**src/rtl/exec_unit.sv**
```systemverilog
// Multi-cycle execute unit: register file, ALU, IDLE->EXEC->WB sequencer.
// Optional shift-add multiplier (opcode 20) enabled by defining EXEC_UNIT_MUL_EN.
module exec_unit #(
  parameter int DATA_W = 16,
  parameter int NREGS  = 8,
  parameter int IMM_W  = 8,
  localparam int RW    = $clog2(NREGS)
) (
  input  logic              clk,
  input  logic              reset,
  input  logic              instr_valid,
  output logic              instr_ready,
  input  logic [4:0]        opcode,
  input  logic [RW-1:0]     rd,
  input  logic [RW-1:0]     ra,
  input  logic [RW-1:0]     rb,
  input  logic [IMM_W-1:0]  imm,
  output logic [DATA_W-1:0] result,
  output logic              result_valid,
  output logic              flag_z,
  output logic              flag_n,
  input  logic [RW-1:0]     dbg_addr,
  output logic [DATA_W-1:0] dbg_data
);

  localparam int SHW = $clog2(DATA_W);

  typedef enum logic [1:0] {
    IDLE = 2'd0,
    EXEC = 2'd1,
    WB   = 2'd2
`ifdef EXEC_UNIT_MUL_EN
    , MUL = 2'd3
`endif
  } state_t;

  state_t              state_q, state_d;
  logic [4:0]          op_q;
  logic [RW-1:0]       rd_q;
  logic [DATA_W-1:0]   a_q, b_q, res_q;
  logic                wr_q;
  logic [DATA_W-1:0]   regs [NREGS];
  logic [DATA_W-1:0]   alu;
  logic                alu_wr;
  logic                imm_op;
`ifdef EXEC_UNIT_MUL_EN
  localparam int CW = $clog2(DATA_W);
  logic [CW-1:0]       cnt_q;
`endif

  assign imm_op      = (opcode >= 5'd7) && (opcode <= 5'd13);
  assign instr_ready = (state_q == IDLE) && !reset;
  assign dbg_data    = regs[dbg_addr];

  always_ff @(posedge clk or posedge reset) begin
    if (reset) state_q <= IDLE;
    else       state_q <= state_d;
  end

  always_comb begin
    state_d = state_q;
    case (state_q)
      IDLE: if (instr_valid) state_d = EXEC;
      EXEC: begin
        state_d = WB;
`ifdef EXEC_UNIT_MUL_EN
        if (op_q == 5'd20) state_d = MUL;
`endif
      end
`ifdef EXEC_UNIT_MUL_EN
      MUL:  if (cnt_q == CW'(DATA_W - 1)) state_d = WB;
`endif
      WB:   state_d = IDLE;
      default: state_d = IDLE;
    endcase
  end

  // Unlisted opcodes fall to default: result 0 and no write-back (NOP).
  always_comb begin
    alu    = '0;
    alu_wr = 1'b1;
    case (op_q)
      5'd0,  5'd7:  alu = a_q + b_q;
      5'd1,  5'd8:  alu = a_q - b_q;
      5'd2,  5'd9:  alu = a_q | b_q;
      5'd3,  5'd10: alu = a_q & b_q;
      5'd4,  5'd11: alu = a_q ^ b_q;
      5'd5,  5'd12: alu = a_q << b_q[SHW-1:0];
      5'd6,  5'd13: alu = a_q >> b_q[SHW-1:0];
      5'd15:        alu = {{(DATA_W-1){1'b0}}, (a_q > b_q)};
      5'd16:        alu = {{(DATA_W-1){1'b0}}, (a_q < b_q)};
      5'd17:        alu = {{(DATA_W-1){1'b0}}, (a_q == b_q)};
`ifdef EXEC_UNIT_MUL_EN
      5'd20:        alu = '0;
`endif
      default:      alu_wr = 1'b0;
    endcase
  end

  always_ff @(posedge clk or posedge reset) begin
    if (reset) begin
      op_q         <= '0;
      rd_q         <= '0;
      a_q          <= '0;
      b_q          <= '0;
      res_q        <= '0;
      wr_q         <= 1'b0;
      regs         <= '{default: '0};
      result       <= '0;
      result_valid <= 1'b0;
      flag_z       <= 1'b0;
      flag_n       <= 1'b0;
`ifdef EXEC_UNIT_MUL_EN
      cnt_q        <= '0;
`endif
    end else begin
      result_valid <= 1'b0;
      case (state_q)
        IDLE: if (instr_valid) begin
          op_q <= opcode;
          rd_q <= rd;
          a_q  <= regs[ra];
          b_q  <= imm_op ? DATA_W'(imm) : regs[rb];
        end
        EXEC: begin
          res_q <= alu;
          wr_q  <= alu_wr;
`ifdef EXEC_UNIT_MUL_EN
          cnt_q <= '0;
`endif
        end
`ifdef EXEC_UNIT_MUL_EN
        // res_q starts at zero from EXEC and accumulates one partial product per cycle.
        MUL: begin
          if (b_q[0]) res_q <= res_q + a_q;
          a_q   <= a_q << 1;
          b_q   <= b_q >> 1;
          cnt_q <= cnt_q + 1'b1;
        end
`endif
        WB: begin
          result       <= res_q;
          result_valid <= 1'b1;
          if (wr_q) begin
            regs[rd_q] <= res_q;
            flag_z     <= (res_q == '0);
            flag_n     <= res_q[DATA_W-1];
          end
        end
        default: ;
      endcase
    end
  end

endmodule

```
**config.mk**
```make
export PLATFORM = sky130hd
export DESIGN_NAME = exec_unit
export DESIGN_NICKNAME = d
export VERILOG_FILES = /design/src/rtl/exec_unit.sv
export SDC_FILE = /design/constraint.sdc
export NUM_CORES = 1
export LEC_CHECK = 0
export CORE_ASPECT_RATIO = 0.9
export CORE_MARGIN = 5
export CORE_UTILIZATION = 58
export DETAILED_ROUTE_END_ITERATION = 12
export PLACE_DENSITY = 0.76
export SKIP_LAST_GASP = 1
export SYNTH_ARGS = -nofsm -noshare
export SYNTH_HDL_FRONTEND = slang
export SYNTH_SLANG_ARGS = --single-unit
```
**constraint.sdc**
```tcl
create_clock -name clk -period 7.43 [get_ports clk]
set_input_delay 0.743 -clock clk [delete_from_list [all_inputs] [get_ports clk]]
set_output_delay 0.743 -clock clk [all_outputs]
set_load 0.02 [all_outputs]
```
; Word level (Yosys, flattened, before mapping)
; Cells that the tools add are included.
[classes]
muxes = 18
n_lt_le_gt_ge = 9
n_shift = 2
eq_ne = 20
reduce_logical = 17
addsub = 2
bitwise = 7
[ops]
columns = op, n
row1 = $pmux 16 s10, 1
row2 = $bmux 16 s3, 3
row3 = $bwmux 128, 1
row4 = $mux 16, 8
row5 = $demux 16 s3, 1
row6 = $eq 5x4->1 const B, 7
row7 = $eq 5x3->1 const B, 4
row8 = $reduce_or 17->1, 1
row9 = $add 16x16->16, 1
row10 = $and 16x16->16, 1
row11 = $eq 16x16->1, 1
row12 = $ge 4x4->1 const B, 4
row13 = $gt 16x16->1, 1
row14 = $logic_not 16->1, 1
row15 = $lt 16x16->1, 1
row16 = $not 3->4, 4
row17 = $or 16x16->16, 1
row18 = $shl 16x4->16, 1
row19 = $shr 16x4->16, 1
row20 = $sub 16x16->16, 1
row21 = $xor 16x16->16, 1
row22 = $reduce_or 2->1, 7
row23 = $eq 5x2->1 const B, 2
row24 = $eq 5x5->1 const B, 2
row25 = other kinds (15), 19
[totals]
inputBits = 28
ff_bits = 206
out_inout_bits = 36

; Logic depth before layout (Yosys ltp)
; Gate-level depths: netlist of run 1.
[depth]
depth_word = 6
mapped_depth = 11

; Least setup slack after synthesis of run 1
; Ideal clock, no wire load.
[synth_timing]
path_type = register -> register
start = reg b_q[2]
end = reg res_q[14]
arrival_time_ns = 3.057
path_stages_with_launch = 12
period_less_slack_ns = 3.177
slack_ns = 4.253
cell_sequence = dfrtp_1 > clkbuf_1 > clkinv_1 > buf_1 > ha_1 > a21oi_1 > o21bai_1 > a21o_1 > a311o_2 > or4b_1 > a211o_1 > a31o_2
[synth_between]
elab_chain_len = 2
[synth_rtl]
columns = item, line
row1 = "start, declared", 40  ; logic [DATA_W-1:0] a_q, b_q, res_q;
row2 = "start signal, assigned", 123  ; b_q <= imm_op ? DATA_W'(imm) : regs[rb];
row3 = "$sub 16x16->16, or another cell as far along", 84  ; 5'd1, 5'd8: alu = a_q - b_q;
row4 = $pmux 16 s10 *, 82  ; case (op_q)
row5 = "end signal, assigned", 126  ; res_q <= alu;
row6 = "end, declared", 40
; Every way passes the cells marked *; elsewhere a longest branch is shown, timed or not.
; A chain may end at the register's enable or synchronous reset.

; Worst setup path in the final report of run 1
[layout_timing]
start = reg b_q[2]
end = reg res_q[15]
; Same word-level chain as after synthesis.

==> impl_metrics.toml, run 1 <==
[outcome]
status = "completed"

[grt]
grt_usage_pct = 30.3
antenna_found_initial = 1
grt_pass1_vias = 11200
grt_max_degree = 125
grt_overflow = 0
grt_first_pass_wirelength_um = 67200

[sta]
finalCritPeriodShare_pct = 56.8
setup_viol = 0
slew-limit-headroom_pct = 17.7
min_period_ns = 4.22
timing.fmax_mhz = 237
finalWorstSetupSlack_ns = 3.21
maxSlewViolCount = 0
rsz0062_at_grt = "false"
whs_ns = 0.500
clock_skew_ns = 0.0186
final-hold-violation-count = 0
max_slew.worst_pin.slew_ns = 1.23
setup_tns_ns = 0

[placed_design]
place_ws_ns = 3.34
dp.final_hpwl_um = 28500
gp_congestion = 0.970
io_buffers = 63

[routing]
drt_iter0_markers = 1259
num_vias = 11400
dr.pass1.iters = 5
drt-wirelength-per-cell_um = 26.1
drt-total-wl_um = 42900
antenna_left = 0
drc = 0
vias_per_cell = 6.92

[finish]
nNetsFinal = 1372
fill_cells = 1811
drive_gt1_share_pct = 28.2
area_growth_pct = 10.9
diodes = 0

[clocking]
path_clk_slew_ns = 0.06
post_cts_buffers = 0
htreeDepth = 1
clk_latency_ns = 0.52
max-clock-path-buffers = 3
cts_tree = "yes"
cts_hold_buf = 0
clkSinkCount = 206
cts.repair.resized = 0
cts_buffers = 23
root_buffer = "clkbuf_16"

[floorplan]
die_h_um = 160
initial_core_util_pct = 59.2
die_area_um2 = 28200
row_count = 54
core_um2 = 24400
io_pins = 64
dieWidth_um = 176

[logic_synthesis]
synth_warnings = 0
postSynthCellCount = 1282
synth_area_um2 = 14400
synth_top_area_share_pct = 35.7
synth_nets = 1364
synth-edff-count = 0
synth.most_common_cell = "dfrtp_1"
syn_avg_cell_area_um2 = 11.3
synth_top_cell_by_area = "dfrtp_1"
ys_ff_latch = 206
synth_area_leaders = "dfrtp_1 36%, mux4_2 18%, mux2_2 13%, ha_1 4.5%, mux2i_1 3.4%"
yosysSeqAreaShare_pct = 35.7
synthArstFlopShare_pct = 100
synth_common_cells = "206 x dfrtp_1, 169 x mux2_2, 113 x mux4_2, 106 x nand2_1, 74 x clkbuf_1"
synth_cell_types = 71
synthFlopType = "dfrtp_1"

[flow_run]
max-cap-violations = 0

[setup_path]
cp_data_arrival_time_ns = 4.60
critical_path_required_ns = 7.82
setup.worst_path.start = "b_q[2]"
worst_path_max_delay_cell = "a2111oi_0"
cp_max_fo = 37
startpoint_type = "flop"
cpPeakStageDelay_ns = 1.01
critPathCaptureType = "flop"
r2r_start = "b_q[2]"
crit_type = "reg2reg"
cp_cell_sequence = "buf_4, clkinv_1, ha_1, inv_1, o221ai_1, a2111oi_0, nor2_1, o21ai_0, mux2i_1, a31oi_1"

[pwr]
irDropWorstVdd_mv = 0.242
p_leak_nw = 6.86
power_density_nw_per_um2 = 278

[hold_path]
hp-start = "flag_z"
hold_class = "reg2reg"
## routing by layer
| metal | wire length (um) | vias to the layer above | track usage (%) |
|---|---|---|---|
| met4 | 1240 | 2 | 8.26 |
| li1 | - | 4916 | - |
| met3 | 3650 | 96 | 5.11 |
| met1 | 18100 | 5732 | 45.0 |
| met5 | 12 | - | 0 |
| met2 | 19900 | 628 | 46.9 |
## layout by cell type (no fill, tap or decap), types with 4 or more instances in the layout
cell               n
a211o_1            4
a211oi_1          15
a21o_1             5
a21oi_1           52
a221o_1            8
a221oi_1          12
and3_1            10
buf_4             26
clkbuf_16         23
clkdlybuf4s50_1   60
clkinv_2           5
clkinvlp_4         5
dfrtp_1          205
ha_1              52
inv_1             45
mux2_2           169
mux2i_1           49
mux4_2           113
nand2_1          105
nand2b_1           6
nand3_1           11
nand4_1            6
nand4b_1           4
nor2_1            64
nor2b_1            9
nor3_1            28
nor4_1            14
o2111ai_1          8
o211ai_1           6
o21ai_0           67
o21bai_1           8
o221ai_1          14
o22ai_1           13
o311ai_0           4
o31ai_1            4
## registers in the layout, indices dropped and copies added (netlist names), 2 cells and up
| name | count |
|---|---|
| op_q | 5 |
| res_q | 16 |
| result | 16 |
| regs | 128 |
| a_q | 16 |
| b_q | 16 |
| rd_q | 3 |
| state_q | 2 |
## worst max-delay path, delay by kind of cell (launching register included)
kind / cells / cell delay (ns)
DFF: 1 / 0.33
muxes: 1 / 0.22
adders and majority gates: 1 / 0.58
buffers and inverters: 3 / 1.11
and+or+nand+nor: 1 / 0.24
AOI/OAI and AO/OA: 4 / 1.62
## kinds of logic after synthesis
logic type | after synthesis | share of synthesized area [%]
compound gates | 251 | 11.6
xor+xnor | 4 | 0.243
fa+ha+maj | 54 | 4.78
buf+inv | 155 | 4.29
flops | 206 | 35.7
mux | 331 | 34.2
simple gates | 281 | 9.24
## worst paths after layout
| kind | slack (ns) | to | depth (start not counted) |
|---|---|---|---|
| worst max register to register | 3.21 | res_q[15] | 10 |
| worst max-delay path | 3.21 | res_q[15] | 10 |
| worst min-delay path | 0.50 | flag_z | 2 |
| max in group asynchronous | 4.96 | regs[24] | 3 |
| min in group asynchronous | 0.81 | result[15] | 2 |
| worst min register to register | 0.50 | flag_z | 2 |
## cell type report
type                            instances  area, um^2  share of cell area [%]
Clock buffer                           27         621                    3.88
Clock inverter                         15         130                   0.813
Inverter                               49         191                    1.20
Multi-Input combinational cell        921        8680                    54.2
Sequential cell                       206        5160                    32.2
Tap cell                              336         420                    2.63
Timing Repair Buffer                   89         811                    5.06
## per-stage QoR
step | util, % | instances | total power [mW] | cell area [um^2]
after CTS | 65.6 | 1643 | 4.41 | 16000
after floorplan | - | 1282 | 2.72 | 14400
after global placement | 62.6 | 1601 | 3.24 | 15300
after detailed placement | 62.6 | 1601 | 3.27 | 15300
after global routing | 65.6 | 1643 | 4.66 | 16000
final | 65.6 | 1643 | 4.45 | 16000
## power by group
part           internal, mW  switching [mW]
sequential             1.32           0.304
clock                 0.641           0.491
combinational         0.752           0.940
(Power assumes the default switching activity.)
==> run 2: changes to the inputs <==
- CORE_UTILIZATION: 58 -> 56
- PLACE_DENSITY: 0.76 -> 0.77
- clock period: 7.43 -> 3.6 ns (I/O delays scaled with it)
==> impl_metrics.toml, run 2 (same netlist as run 1, synthesis figures left out) <==
[outcome]
status = "completed"

[sta]
final-hold-violation-count = 0
slew-limit-headroom_pct = 20.3
clock_skew_ns = 0.0175
setup_viol = 0
whs_ns = 0.267
rsz0062_at_grt = "false"
max_slew.worst_pin.slew_ns = 1.17
min_period_ns = 3.35
setup_tns_ns = 0
timing.fmax_mhz = 298
finalCritPeriodShare_pct = 93.2
maxSlewViolCount = 0

[setup_path]
cp-endpoint = "res_q[5]"
cpPeakStageDelay_ns = 1.03
regToRegEndpoint = "res_q[5]"
r2r_start = "op_q[0]"
crit_type = "reg2reg"
cp_cell_sequence = "xnor2_1, nor4_2, buf_4, a221o_1, a2111oi_0, buf_4, o21ai_0"
worst_path_max_delay_cell = "a2111oi_0"
critical_path_required_ns = 3.95
ff2ff_path_depth = 7
cp_max_fo = 13
setup.worst_path.start = "op_q[0]"
cp_data_arrival_time_ns = 3.70
reg2reg_slack_ns = 0.25
cp_common_cell = "buf_4"
startpoint_type = "flop"
critPathCaptureType = "flop"

[placed_design]
dp.final_hpwl_um = 30700
place_area_um2 = 15500
io_buffers = 63
gp_congestion = 1.00

[hold_path]
hold_class = "in2async"

[routing]
drt_iter0_markers = 1613
vias_per_cell = 6.98
drt-wirelength-per-cell_um = 26.5
drc = 0
drt-total-wl_um = 44300
num_vias = 11700
antenna_left = 0
dr.pass1.iters = 5

[grt]
grt_max_degree = 76
grt_pass1_vias = 11800
grt_first_pass_wirelength_um = 70000
grt_overflow = 0
grt_usage_pct = 31.0
antenna_found_initial = 0

[pwr]
seqPwrFrac_pct = 35.4
combPwrFrac_pct = 39.9
p_sw_share_pct = 38.6
p_clk_share_pct = 24.7
p_leak_nw = 7.00
power_density_nw_per_um2 = 573
irDropWorstVdd_mv = 0.505
switchingPower_mw = 3.59
p_int_mw = 5.71

[floorplan]
row_count = 55
core_um2 = 25300
die_area_um2 = 29100
die_h_um = 162
io_pins = 64
dieWidth_um = 179
initial_core_util_pct = 57.2

[clocking]
cts.repair.resized = 0
post_cts_buffers = 0
cts_hold_buf = 0
clk_latency_ns = 0.51
cts_tree = "yes"
path_clk_slew_ns = 0.06
htreeDepth = 1
cts_buffers = 23
clkSinkCount = 206
root_buffer = "clkbuf_16"
max-clock-path-buffers = 3

[finish]
drive_gt1_share_pct = 29.2
fin_area_um2 = 16200
diodes = 0
nNetsFinal = 1398
final_cell_mix = "205 x dfrtp_1, 169 x mux2_2, 113 x mux4_2"
fill_cells = 1897
area_growth_pct = 12.4
largest_register_ffs = 128
final_common_cell = "dfrtp_1"
largest-register = "regs"

[flow_run]
max-cap-violations = 0
## run 2: cell types whose count changed in the layout (fill, tap and decap cells not counted), moves of 2 or more
cell,before,now
inv_8,2,0
clkbuf_1,1,5
buf_4,26,48
inv_6,2,0
buf_12,0,4
clkinvlp_4,5,1
## run 2: critical path, delay by kind of cell, from the launching register on
kind | cells | cell delay (ns)
xor+xnor | 1 | 0.64
buf+inv | 2 | 0.47
flops | 1 | 0.55
compound gates | 3 | 1.47
simple gates | 1 | 0.06
## run 2: routing by layer
| metal | GRT usage (%) | wire length [um] | up-vias |
|---|---|---|---|
| met4 | 8.83 | 1420 | 0 |
| li1 | - | - | 4954 |
| met5 | 0 | 0 | - |
| met3 | 5.78 | 4480 | 128 |
| met1 | 44.9 | 17900 | 5892 |
| met2 | 48.3 | 20500 | 689 |
## run 2: power by group through the flow
stage	sequential, mW	clock, mW	combinational (mW)
after CTS	3.27	2.32	3.63
after global routing	3.35	2.44	3.94
after floorplan	3.11	0	2.51
after detailed placement	3.30	0	3.61
after global placement	3.25	0	3.57
final	3.29	2.30	3.72
## run 2: final cells by class
cell class                      count  area, um^2  area share (%)
Multi-Input combinational cell    921        8680            53.5
Sequential cell                   206        5160            31.8
Inverter                           49         188            1.16
Tap cell                          342         428            2.64
Clock inverter                      9         103           0.632
Timing Repair Buffer              115        1060            6.50
Clock buffer                       30         622            3.83
## run 2: how the worst min path moves through the flow
stage | startpoint | to | cells past startpoint
final | reset | wr_q | 2
after global routing | reset | wr_q | 2
after global placement | flag_z | flag_z | 2
after CTS | reset | flag_n | 2
after detailed placement | result[6] | result[6] | 1
after floorplan | opcode[0] | op_q[0] | 2
## run 2: per-stage QoR
stage	total power [mW]	utilization, %	instances	worst slack (ns)
2_1_floorplan	5.62	-	1282	0.423
3_3_place_gp	6.83	61.4	1633	0.470
3_5_place_dp	6.91	61.4	1633	0.478
4_1_cts	9.23	64.3	1672	0.436
5_1_grt	9.73	64.3	1672	0.246
6_report	9.31	64.3	1672	0.246
